**src/rtl/vga_scan_controller.sv**
```systemverilog
// rtl/vga_scan_controller.sv - 640x480@60 scan sequencer with a vblank-only game update window
// Counters run on the pixel tick; decoded outputs are registered one clk behind the counters.
module vga_scan_controller #(
   parameter int CLK_DIV  = 4,
   parameter int H_ACTIVE = 640,
   parameter int H_FP     = 16,
   parameter int H_SYNC   = 96,
   parameter int H_BP     = 48,
   parameter int V_ACTIVE = 480,
   parameter int V_FP     = 10,
   parameter int V_SYNC   = 2,
   parameter int V_BP     = 33
) (
   input  logic       clk,
   input  logic       rst_n,
   input  logic       enable,
   output logic       pix_tick,
   output logic       hsync,
   output logic       vsync,
   output logic       active,
   output logic [9:0] pixel_x,
   output logic [9:0] pixel_y,
   output logic       line_end,
   output logic       frame_end,
   input  logic       upd_req,
   input  logic       upd_done,
   output logic       upd_gnt,
   output logic       upd_abort
);
   localparam int H_TOTAL = H_ACTIVE + H_FP + H_SYNC + H_BP;
   localparam int V_TOTAL = V_ACTIVE + V_FP + V_SYNC + V_BP;
   localparam int DIV_W   = (CLK_DIV > 2) ? $clog2(CLK_DIV) : 1;
   localparam logic [DIV_W-1:0] DIV_MAX = DIV_W'(CLK_DIV - 1);
   localparam logic [9:0] H_LAST  = 10'(H_TOTAL - 1);
   localparam logic [9:0] V_LAST  = 10'(V_TOTAL - 1);
   localparam logic [9:0] V_CLOSE = 10'(V_TOTAL - 2);
   localparam logic [9:0] H_VIS   = 10'(H_ACTIVE);
   localparam logic [9:0] V_VIS   = 10'(V_ACTIVE);
   localparam logic [9:0] HS_BEG  = 10'(H_ACTIVE + H_FP);
   localparam logic [9:0] HS_END  = 10'(H_ACTIVE + H_FP + H_SYNC - 1);
   localparam logic [9:0] VS_BEG  = 10'(V_ACTIVE + V_FP);
   localparam logic [9:0] VS_END  = 10'(V_ACTIVE + V_FP + V_SYNC - 1);

   localparam logic [1:0] S_IDLE  = 2'd0;
   localparam logic [1:0] S_WAIT  = 2'd1;
   localparam logic [1:0] S_GRANT = 2'd2;
   localparam logic [1:0] S_DONE  = 2'd3;

   logic [DIV_W-1:0] div_q, div_d;
   logic             tick_q, tick_d, tick_dly_q;
   logic [9:0]       h_cnt_q, h_cnt_d, v_cnt_q, v_cnt_d;
   logic             hsync_q, hsync_d, vsync_q, vsync_d, active_q, active_d;
   logic [9:0]       px_q, py_q;
   logic             line_end_q, line_end_d, frame_end_q, frame_end_d;
   logic [1:0]       state_q, state_d;
   logic             abort_q, abort_d;
   logic             h_last, in_window, close_tick, frame_wrap, open_ok;

   assign h_last     = (h_cnt_q == H_LAST);
   assign in_window  = (v_cnt_q >= V_VIS) && (v_cnt_q <= V_CLOSE);
   assign close_tick = tick_q && h_last && (v_cnt_q == V_CLOSE);
   assign frame_wrap = tick_q && h_last && (v_cnt_q == V_LAST);
   // A request seen on the closing tick must not open a window that would span the next frame.
   assign open_ok    = in_window && !close_tick;

   always_comb begin
      div_d   = (div_q == DIV_MAX) ? '0 : div_q + 1'b1;
      tick_d  = (div_d == DIV_MAX);
      h_cnt_d = h_cnt_q;
      v_cnt_d = v_cnt_q;
      if (tick_q) begin
         h_cnt_d = h_last ? '0 : h_cnt_q + 10'd1;
         if (h_last) v_cnt_d = (v_cnt_q == V_LAST) ? '0 : v_cnt_q + 10'd1;
      end
      hsync_d     = !((h_cnt_q >= HS_BEG) && (h_cnt_q <= HS_END));
      vsync_d     = !((v_cnt_q >= VS_BEG) && (v_cnt_q <= VS_END));
      active_d    = (h_cnt_q < H_VIS) && (v_cnt_q < V_VIS);
      // Counters only sit at h=0 right after a tick when they have just wrapped.
      line_end_d  = tick_dly_q && (h_cnt_q == '0);
      frame_end_d = line_end_d && (v_cnt_q == '0);

      state_d = state_q;
      abort_d = 1'b0;
      case (state_q)
         S_IDLE:  if (upd_req) state_d = open_ok ? S_GRANT : S_WAIT;
         S_WAIT: begin
            if (!upd_req)     state_d = S_IDLE;
            else if (open_ok) state_d = S_GRANT;
         end
         S_GRANT: begin
            if (upd_done) begin
               state_d = S_DONE;
            end else if (close_tick) begin
               state_d = S_DONE;
               abort_d = 1'b1;
            end
         end
         S_DONE:  if (frame_wrap) state_d = S_IDLE;
         default: state_d = S_IDLE;
      endcase
   end

   always_ff @(posedge clk or negedge rst_n) begin
      if (!rst_n) begin
         div_q <= '0;  tick_q <= 1'b0;  tick_dly_q <= 1'b0;
         h_cnt_q <= '0;  v_cnt_q <= '0;
         hsync_q <= 1'b1;  vsync_q <= 1'b1;  active_q <= 1'b0;
         px_q <= '0;  py_q <= '0;
         line_end_q <= 1'b0;  frame_end_q <= 1'b0;
         state_q <= S_IDLE;  abort_q <= 1'b0;
      end else if (!enable) begin
         div_q <= '0;  tick_q <= 1'b0;  tick_dly_q <= 1'b0;
         h_cnt_q <= '0;  v_cnt_q <= '0;
         hsync_q <= 1'b1;  vsync_q <= 1'b1;  active_q <= 1'b0;
         px_q <= '0;  py_q <= '0;
         line_end_q <= 1'b0;  frame_end_q <= 1'b0;
         state_q <= S_IDLE;  abort_q <= 1'b0;
      end else begin
         div_q <= div_d;  tick_q <= tick_d;  tick_dly_q <= tick_q;
         h_cnt_q <= h_cnt_d;  v_cnt_q <= v_cnt_d;
         hsync_q <= hsync_d;  vsync_q <= vsync_d;  active_q <= active_d;
         px_q <= h_cnt_q;  py_q <= v_cnt_q;
         line_end_q <= line_end_d;  frame_end_q <= frame_end_d;
         state_q <= state_d;  abort_q <= abort_d;
      end
   end

   assign pix_tick  = tick_q;
   assign hsync     = hsync_q;
   assign vsync     = vsync_q;
   assign active    = active_q;
   assign pixel_x   = px_q;
   assign pixel_y   = py_q;
   assign line_end  = line_end_q;
   assign frame_end = frame_end_q;
   assign upd_gnt   = (state_q == S_GRANT);
   assign upd_abort = abort_q;
endmodule
```
**config.mk**
```make
export PLATFORM = sky130hd
export DESIGN_NAME = vga_scan_controller
export DESIGN_NICKNAME = d
export VERILOG_FILES = /design/src/rtl/vga_scan_controller.sv
export SDC_FILE = /design/constraint.sdc
export NUM_CORES = 1
export LEC_CHECK = 0
export ABC_AREA = 1
export BUFFER_PORTS_ARGS = -buffer_cell sky130_fd_sc_hd__buf_2
export CORE_MARGIN = 3
export CORE_UTILIZATION = 50
export CTS_CLUSTER_DIAMETER = 40
export DETAILED_ROUTE_END_ITERATION = 7
export PLACE_DENSITY_LB_ADDON = 0.12
export SYNTH_ARGS = -nofsm -noshare
export SYNTH_HDL_FRONTEND = slang
export SYNTH_SLANG_ARGS = --single-unit
```
**constraint.sdc**
```tcl
create_clock -name clk -period 1.6 [get_ports clk]
set_clock_uncertainty 0.2 [all_clocks]
set_input_delay 0.08 -clock clk [delete_from_list [all_inputs] [get_ports clk]]
set_output_delay 0.08 -clock clk [all_outputs]
set_load 0.005 [all_outputs]
```
==> results of run 1 <==
## cell type report
cell class | instances | area (µm²)
Sequential cell | 52 | 1310
Multi-Input combinational cell | 178 | 1170
Fill cell | 337 | 1060
Timing Repair Buffer | 116 | 837
Inverter | 63 | 255
Tap cell | 67 | 83.8
Clock buffer | 6 | 82.6
Clock inverter | 2 | 15.0
## synth_stat cells
library cell / count
a21oi_1: 9
o22ai_1: 7
o2111ai_1: 1
nor2_4: 2
o21ai_0: 9
inv_1: 57
nand2_2: 3
nand3_4: 2
xor2_1: 5
buf_6: 1
buf_1: 2
nand3_1: 12
nor2_1: 30
nand3_2: 1
dfstp_2: 2
nor4_1: 2
o2111a_1: 1
o32ai_1: 2
nor2_8: 1
nand4_1: 6
o21ai_1: 2
nor3_1: 5
xnor2_1: 1
nand2_1: 61
inv_2: 5
buf_2: 3
dfrtp_1: 50
a31oi_1: 3
clkinv_1: 1
nor2_2: 3
nand3b_1: 1
nor3b_1: 2
ha_1: 6
nor3_4: 1
## state kept, by name, summed over array words and instances, names as in the netlist
signal / count
hsync: 1
state_q: 2
tick_dly_q: 1
h_cnt_q: 10
active: 1
vsync: 1
pixel_y: 10
frame_end: 1
pix_tick: 1
div_q: 2
upd_abort: 1
pixel_x: 10
v_cnt_q: 10
line_end: 1
## how the worst max path moves through the flow
stage	end	slack, ns	cells after the start
finish	v_cnt_q[1]$_DFFE_PN0P_	-0.14	9
CTS	state_q[0]$_DFFE_PN0P_	-0.12	13
floorplan	state_q[0]$_DFFE_PN0P_	-0.03	12
detailed placement	state_q[0]$_DFFE_PN0P_	-0.15	13
global route	v_cnt_q[9]$_DFFE_PN0P_	-0.28	9
global placement	state_q[0]$_DFFE_PN0P_	-0.13	13
## cell families after synthesis
kind of cell | Yosys count | share of synthesized area (%)
AOI/OAI and AO/OA | 34 | 7.87
buffers and inverters | 69 | 10.6
DFF | 52 | 51.3
and+or+nand+nor | 132 | 25.2
adders and majority gates | 6 | 2.95
xor gates and xnor gates | 6 | 2.07
## power groups by stage
stage                     registers (mW)  logic, mW  clock network, mW
after floorplan                     1.40      0.167                  0
after global placement              1.40      0.303                  0
after detailed placement            1.39      0.309                  0
after CTS                           1.37      0.331              0.802
after global routing                1.37      0.405              0.858
final                               1.37      0.358              0.777
## tightest hold or removal path: stages
cell and delay [ns]:
buf_2 0.11, inv_1 0.06, nand3_1 0.12, nand2_1 0.08
o21ai_1 0.06
## per-layer routing
layer	share of wire, %	up-vias
met5	0	-
met4	2.3	0
met3	7.1	19
met2	49	112
met1	42	1128
li1	-	1167
## per-stage QoR
stage	utilization, %	setup slack, ns
after global routing	77.9	-0.276
final	77.9	-0.144
after global placement	66.6	-0.132
after CTS	72.7	-0.120
after detailed placement	66.6	-0.154
after floorplan	-	-0.0309
## placed cells by master (no fill, tap or decap), types with 6 or more instances in the layout
master,netlist,final
buf_4,0,73
nand2_1,61,52
inv_1,57,50
dfrtp_1,50,48
buf_2,3,32
nor2_1,30,19
nand2_2,3,11
nor2_2,3,10
nand3_1,12,9
inv_2,5,7
o21ai_1,2,7
buf_6,1,7
nor2_4,2,6
nand4_1,6,6
clkbuf_8,0,6
## timing repair
action / CTS / global route
resized for setup: 22 / 55
setup buffers: 14 / 10
setup endpoints to repair: 20 / 24
hold buffers: 3 / 0
hold endpoints to repair: 60 / 0
pin swaps: 11 / 19
==> impl_results.md, run 1 <==
* Met3 Use GR at 4.11%
* Outcome: complete, but fails checks
* Worst slew pin tran at 0.377 ns
* CP max stage delay at 0.43 ns
* FP Rows at 25
* Initial DRC count at 282
* Met2 Use GR at 36.7%
* Initial antenna violation count at 0
* R2R depth at 9
* Syn. warnings at 0
* Cell Pwr Density at 668 nW/µm²
* FF-to-FF End: v_cnt_q[1]$_DFFE_PN0P_
* CP delay by family, top: buffers and inverters
* Post-route worst setup slack at -0.144 ns
* M1 GR Usage at 32.1%
* Post-synthesis cell type count at 34
* Final wirelength at 6.79 mm
* IR drop worst, VDD at 0.536 mV
* Max-slew violation count at 0
* Final Hold Fails at 0
* CP cell instances: inv_2 -> buf_4 -> buf_4 -> buf_4 -> buf_4 -> buf_4 -> buf_4 -> buf_4 -> o21ai_1
* Placed Cells at 449
* Synth-to-Final Area Change at 47.6%
* Worst Setup SP: v_cnt_q[1]$_DFFE_PN0P_
* Dpl cell area at 3210 µm²
* Max_slew headroom at 74.9%
* Die height at 77.3 µm
* Drt pass-1 iters at 5
* Max Cap Viol at 0
* Syn Area/Cell at 8.50 µm²
* Synth Instances at 299
* Kind of end point of the critical path: register
* Reg power frac at 54.7%
* Initial Util at 52.8%
* R2r setup slk at -0.14 ns
* Share of the synthesized area in the top cell type at 49.2%
* Area of the core at 4820 µm²
* Worst hold stages at 5
* WP data required at 1.63 ns
* Sw Ratio at 26.4%
* Fmax at 573 MHz
* Die area at 5980 µm²
* Final Cycle Share at 109%
* CP max stage cell: dfrtp_1
* Post-DP HPWL at 4.21 mm
* CP Class: reg2reg
* Clk buf depth at 2
* R2r startpoint: v_cnt_q[1]$_DFFE_PN0P_
* Final std cell area, no fill at 3750 µm²
* Syn nets at 310
* Clock network fraction of total power at 31.0%
* Final setup vio count at 18
* Cell leakage power at 2.07 nW
* Hold wc startpoint: upd_req
* Worst Path Arrival at 1.78 ns
* Final hold slack at 0.0391 ns
* Post-route DRC at 0
* GRT Max-Usage Layer: met2
* Routability cong. at 0.922
* Pint at 1.84 mW
* RSZ-0062 raised after global routing: true
* Clock transition at path regs at 0.09 ns
* Vias in the first global route at 2272
* Nets at 427
* Synthesis-stage register bit count at 52
* Gr ovfl total at 0
* Failing checks: setup timing
* Gate power share at 14.3%
* CTS sink cnt at 52
* Hold EP: state_q[1]$_DFFE_PN0P_
* Startpoint types: register
* Max FO, Critical Path at 4
* Avg WL per Cell at 14.0 µm
* Routed Antenna Nets at 0
* Post-synth top area cell: dfrtp_1
* Post-Synthesis Cell Area at 2540 µm²
* Finished Layout Cells at 484
* Worst-Skew Late Latency at 0.30 ns
* First-pass GRT wire length at 10.9 mm
* Buf+Inv Stages, Crit Path at 8
* Share of layout cells above drive strength 1 at 46.5%
* Total power at 2.51 mW
* Clock buffer count from CTS at 5
* CP dominant cell by count: buf_4
* I/O pin cnt at 33
* Pin count of the biggest net entering global routing at 53
* Synth top area cells: dfrtp_1 49%, nand2_1 9.0%, inv_1 8.4%
* Clock period minus worst slack at 1.74 ns
* Register area share after synthesis at 51.3%
* Port bufs at 32
* Sw Pwr at 0.662 mW
* CTS H-tree lvls at 2
* CTS tree: yes
* Setup TNS at -1.47 ns
* DR vias at 2426
* CTS root buf: clkbuf_8
* Worst hold path class: in2reg
* All-layer global routing usage at 22.9%
* Antenna fix cells at 0
* DR vias/cell at 5.01
* Die width at 77.3 µm
(Power assumes the default switching activity.)
==> run 2, diff against run 1 <==
--- a/config.mk
+++ b/config.mk
@@ -12,6 +12,7 @@
 export CTS_CLUSTER_DIAMETER = 40
 export DETAILED_ROUTE_END_ITERATION = 7
 export PLACE_DENSITY_LB_ADDON = 0.12
+export SETUP_SLACK_MARGIN = 0.3
 export SYNTH_ARGS = -nofsm -noshare
 export SYNTH_HDL_FRONTEND = slang
 export SYNTH_SLANG_ARGS = --single-unit
==> constraint.sdc (replaced) <==
create_clock -name clk -period 1.6 [get_ports clk]
set_clock_uncertainty 0.2 [all_clocks]
set_input_delay 0.16 -clock clk [delete_from_list [all_inputs] [get_ports clk]]
set_output_delay 0.16 -clock clk [all_outputs]
set_load 0.005 [all_outputs]
==> impl_results.md, run 2 (synthesis gave the netlist of run 1 again) <==
* Outcome: complete, but fails checks
* Failing checks: hold timing, setup timing
* Clock network fraction of total power at 30.1%
* CP delay by family, top: simple AND/OR/NAND/NOR gates
* CP dominant cell by count: nand2_1
* Worst Path Arrival at 1.87 ns
* Post-DP HPWL at 4.21 mm
* Sw Ratio at 27.7%
* Max-slew violation count at 0
* Clock period minus worst slack at 1.86 ns
* Kind of end point of the critical path: register
* First-pass GRT wire length at 10.8 mm
* Clock transition at path regs at 0.10 ns
* Cell Pwr Density at 667 nW/µm²
* Routability cong. at 0.919
* Final Core Density at 81.4%
* Buf+Inv Stages, Crit Path at 2
* Worst hold path class: in2reg
* Gate power share at 17.4%
* Routed Antenna Nets at 0
* M1 wire length at 3.01 mm
* Drt pass-1 iters at 5
* Synth-to-Final Area Change at 54.3%
* Max_slew headroom at 68.7%
* CTS tree: yes
* Initial Util at 52.8%
* Area of the core at 4820 µm²
* Metal2 WL at 3.53 mm
* Sw Pwr at 0.726 mW
* Most common cell after layout, fill and taps aside: buf_4
* Clk buf depth at 2
* Final wirelength at 7.19 mm
* CP Class: reg2reg
* Share of layout cells above drive strength 1 at 53.3%
* Reg power frac at 52.5%
* Pint at 1.89 mW
* Hold buffers post-CTS at 1
* Critical path depth at 12
* Fill cells at 294
* CTS sink cnt at 52
* R2R depth at 12
* Vias in the first global route at 2333
* Avg WL per Cell at 14.8 µm
* Pin count of the biggest net entering global routing at 33
* Nets at 430
* CP max stage delay at 0.38 ns
* Final setup vio count at 24
* Max Cap Viol at 0
* Post-route DRC at 0
* Worst-Skew Late Latency at 0.31 ns
* Total power at 2.62 mW
* All-layer global routing usage at 22.5%
* Die area at 5980 µm²
* Clock buffer count from CTS at 5
* DR vias at 2524
* Max layer used: met4
* Fmax at 539 MHz
* Area of the multi-input gates at 1270 µm²
* Final Hold Fails at 1
* RSZ-0062 raised after global routing: true
* Die height at 77.3 µm
* Port bufs at 32
* FF/Latch Area at 1310 µm²
* CP max stage cell: dfrtp_1
* CTS root buf: clkbuf_8
* Initial antenna violation count at 0
* IR drop worst, VDD at 0.462 mV
* Post-route worst setup slack at -0.256 ns
* Die width at 77.3 µm
* Worst hold stages at 4
* DR vias/cell at 5.18
* Final hold slack at -0.0648 ns
* Gr ovfl total at 0
* Max FO, Critical Path at 4
* Routed wl met3 at 506 µm
* Antenna fix cells at 0
* I/O pin cnt at 33
* Initial DRC count at 274
* WP data required at 1.62 ns
* Final Cycle Share at 116%
* Cell leakage power at 2.15 nW
* FP Rows at 25
* Startpoint types: register
* CTS H-tree lvls at 2
* Most frequent cells in the layout: 69 x buf_4, 49 x dfrtp_1, 45 x nand2_1
* Worst slew pin tran at 0.465 ns
* CP cell instances: ha_2 -> nand2_2 -> nor2_4 -> inv_4 -> nor2_8 -> nand3_4 -> nand2_1 -> nand2_1 -> clkinv_2 -> nand3_2 -> nand2_1 -> nand2_1
run 2: cell types whose count changed in the layout (fill, tap and decap cells not counted), sizes merged:
| cell | change |
|---|---|
| dlygate4sd3 | -2 |
| buf | +5 |
run 2: path summary, 6_finish.rpt:
| kind | startpoint | endpoint | slack (ns) |
|---|---|---|---|
| min reg2reg | div_q[0]$_DFF_PN0_ | div_q[0]$_DFF_PN0_ | 0.23 |
| max | h_cnt_q[0]$_DFFE_PN0P_ | state_q[0]$_DFFE_PN0P_ | -0.26 |
| min in group asynchronous | rst_n | pixel_y[1]$_DFF_PN0_ | 0.12 |
| max reg2reg | h_cnt_q[0]$_DFFE_PN0P_ | state_q[0]$_DFFE_PN0P_ | -0.26 |
| min | upd_done | upd_abort$_DFF_PN0_ | -0.06 |
| max in group asynchronous | rst_n | pix_tick$_DFF_PN0_ | 0.55 |
run 2: per-stage QoR:
stage,setup slack [ns],instances,area [µm²],setup TNS [ns]
floorplan,-0.0298,299,2560,-0.0488
global placement,-0.144,453,3250,-1.05
detailed placement,-0.162,453,3250,-1.33
CTS,-0.0991,479,3710,-0.590
global route,-0.380,487,3920,-4.80
finish,-0.256,487,3920,-2.80
run 2: worst reg2reg max path, delay by kind of cell, from the launching register on:
family                   cells  cell delay (ns)
AND/OR/NAND/NOR              9             0.82
flip-flops                   1             0.38
adder cells (fa/ha/maj)      1             0.20
buffers and inverters        2             0.16
run 2: metal layers:
layer,track usage [%],up-vias
met5,0,-
met4,8.36,0
met3,4.46,17
met2,36.4,120
met1,29.8,1211
li1,-,1176
run 2: final cells by class:
type / instances / share of cell area [%]
Inverter: 63 / 6.63
Clock buffer: 6 / 2.11
Tap cell: 67 / 2.14
Timing Repair Buffer: 119 / 23.2
Sequential cell: 52 / 33.3
Clock inverter: 2 / 0.383
Multi-Input combinational cell: 178 / 32.3
run 2: power by group through the flow:
stage	combinational, mW	sequential [mW]	clock, mW
global route	0.506	1.38	0.857
finish	0.456	1.37	0.788
global placement	0.313	1.40	0
CTS	0.390	1.37	0.796
floorplan	0.168	1.40	0
detailed placement	0.321	1.39	0
run 2: timing repair:
action,4_1_cts,5_1_grt
hold endpoints to repair,53,1
endpoints found under the setup margin,28,32
pin swaps,22,24
buffers inserted,17,8
gates resized for setup,65,46
gates cloned,0,0
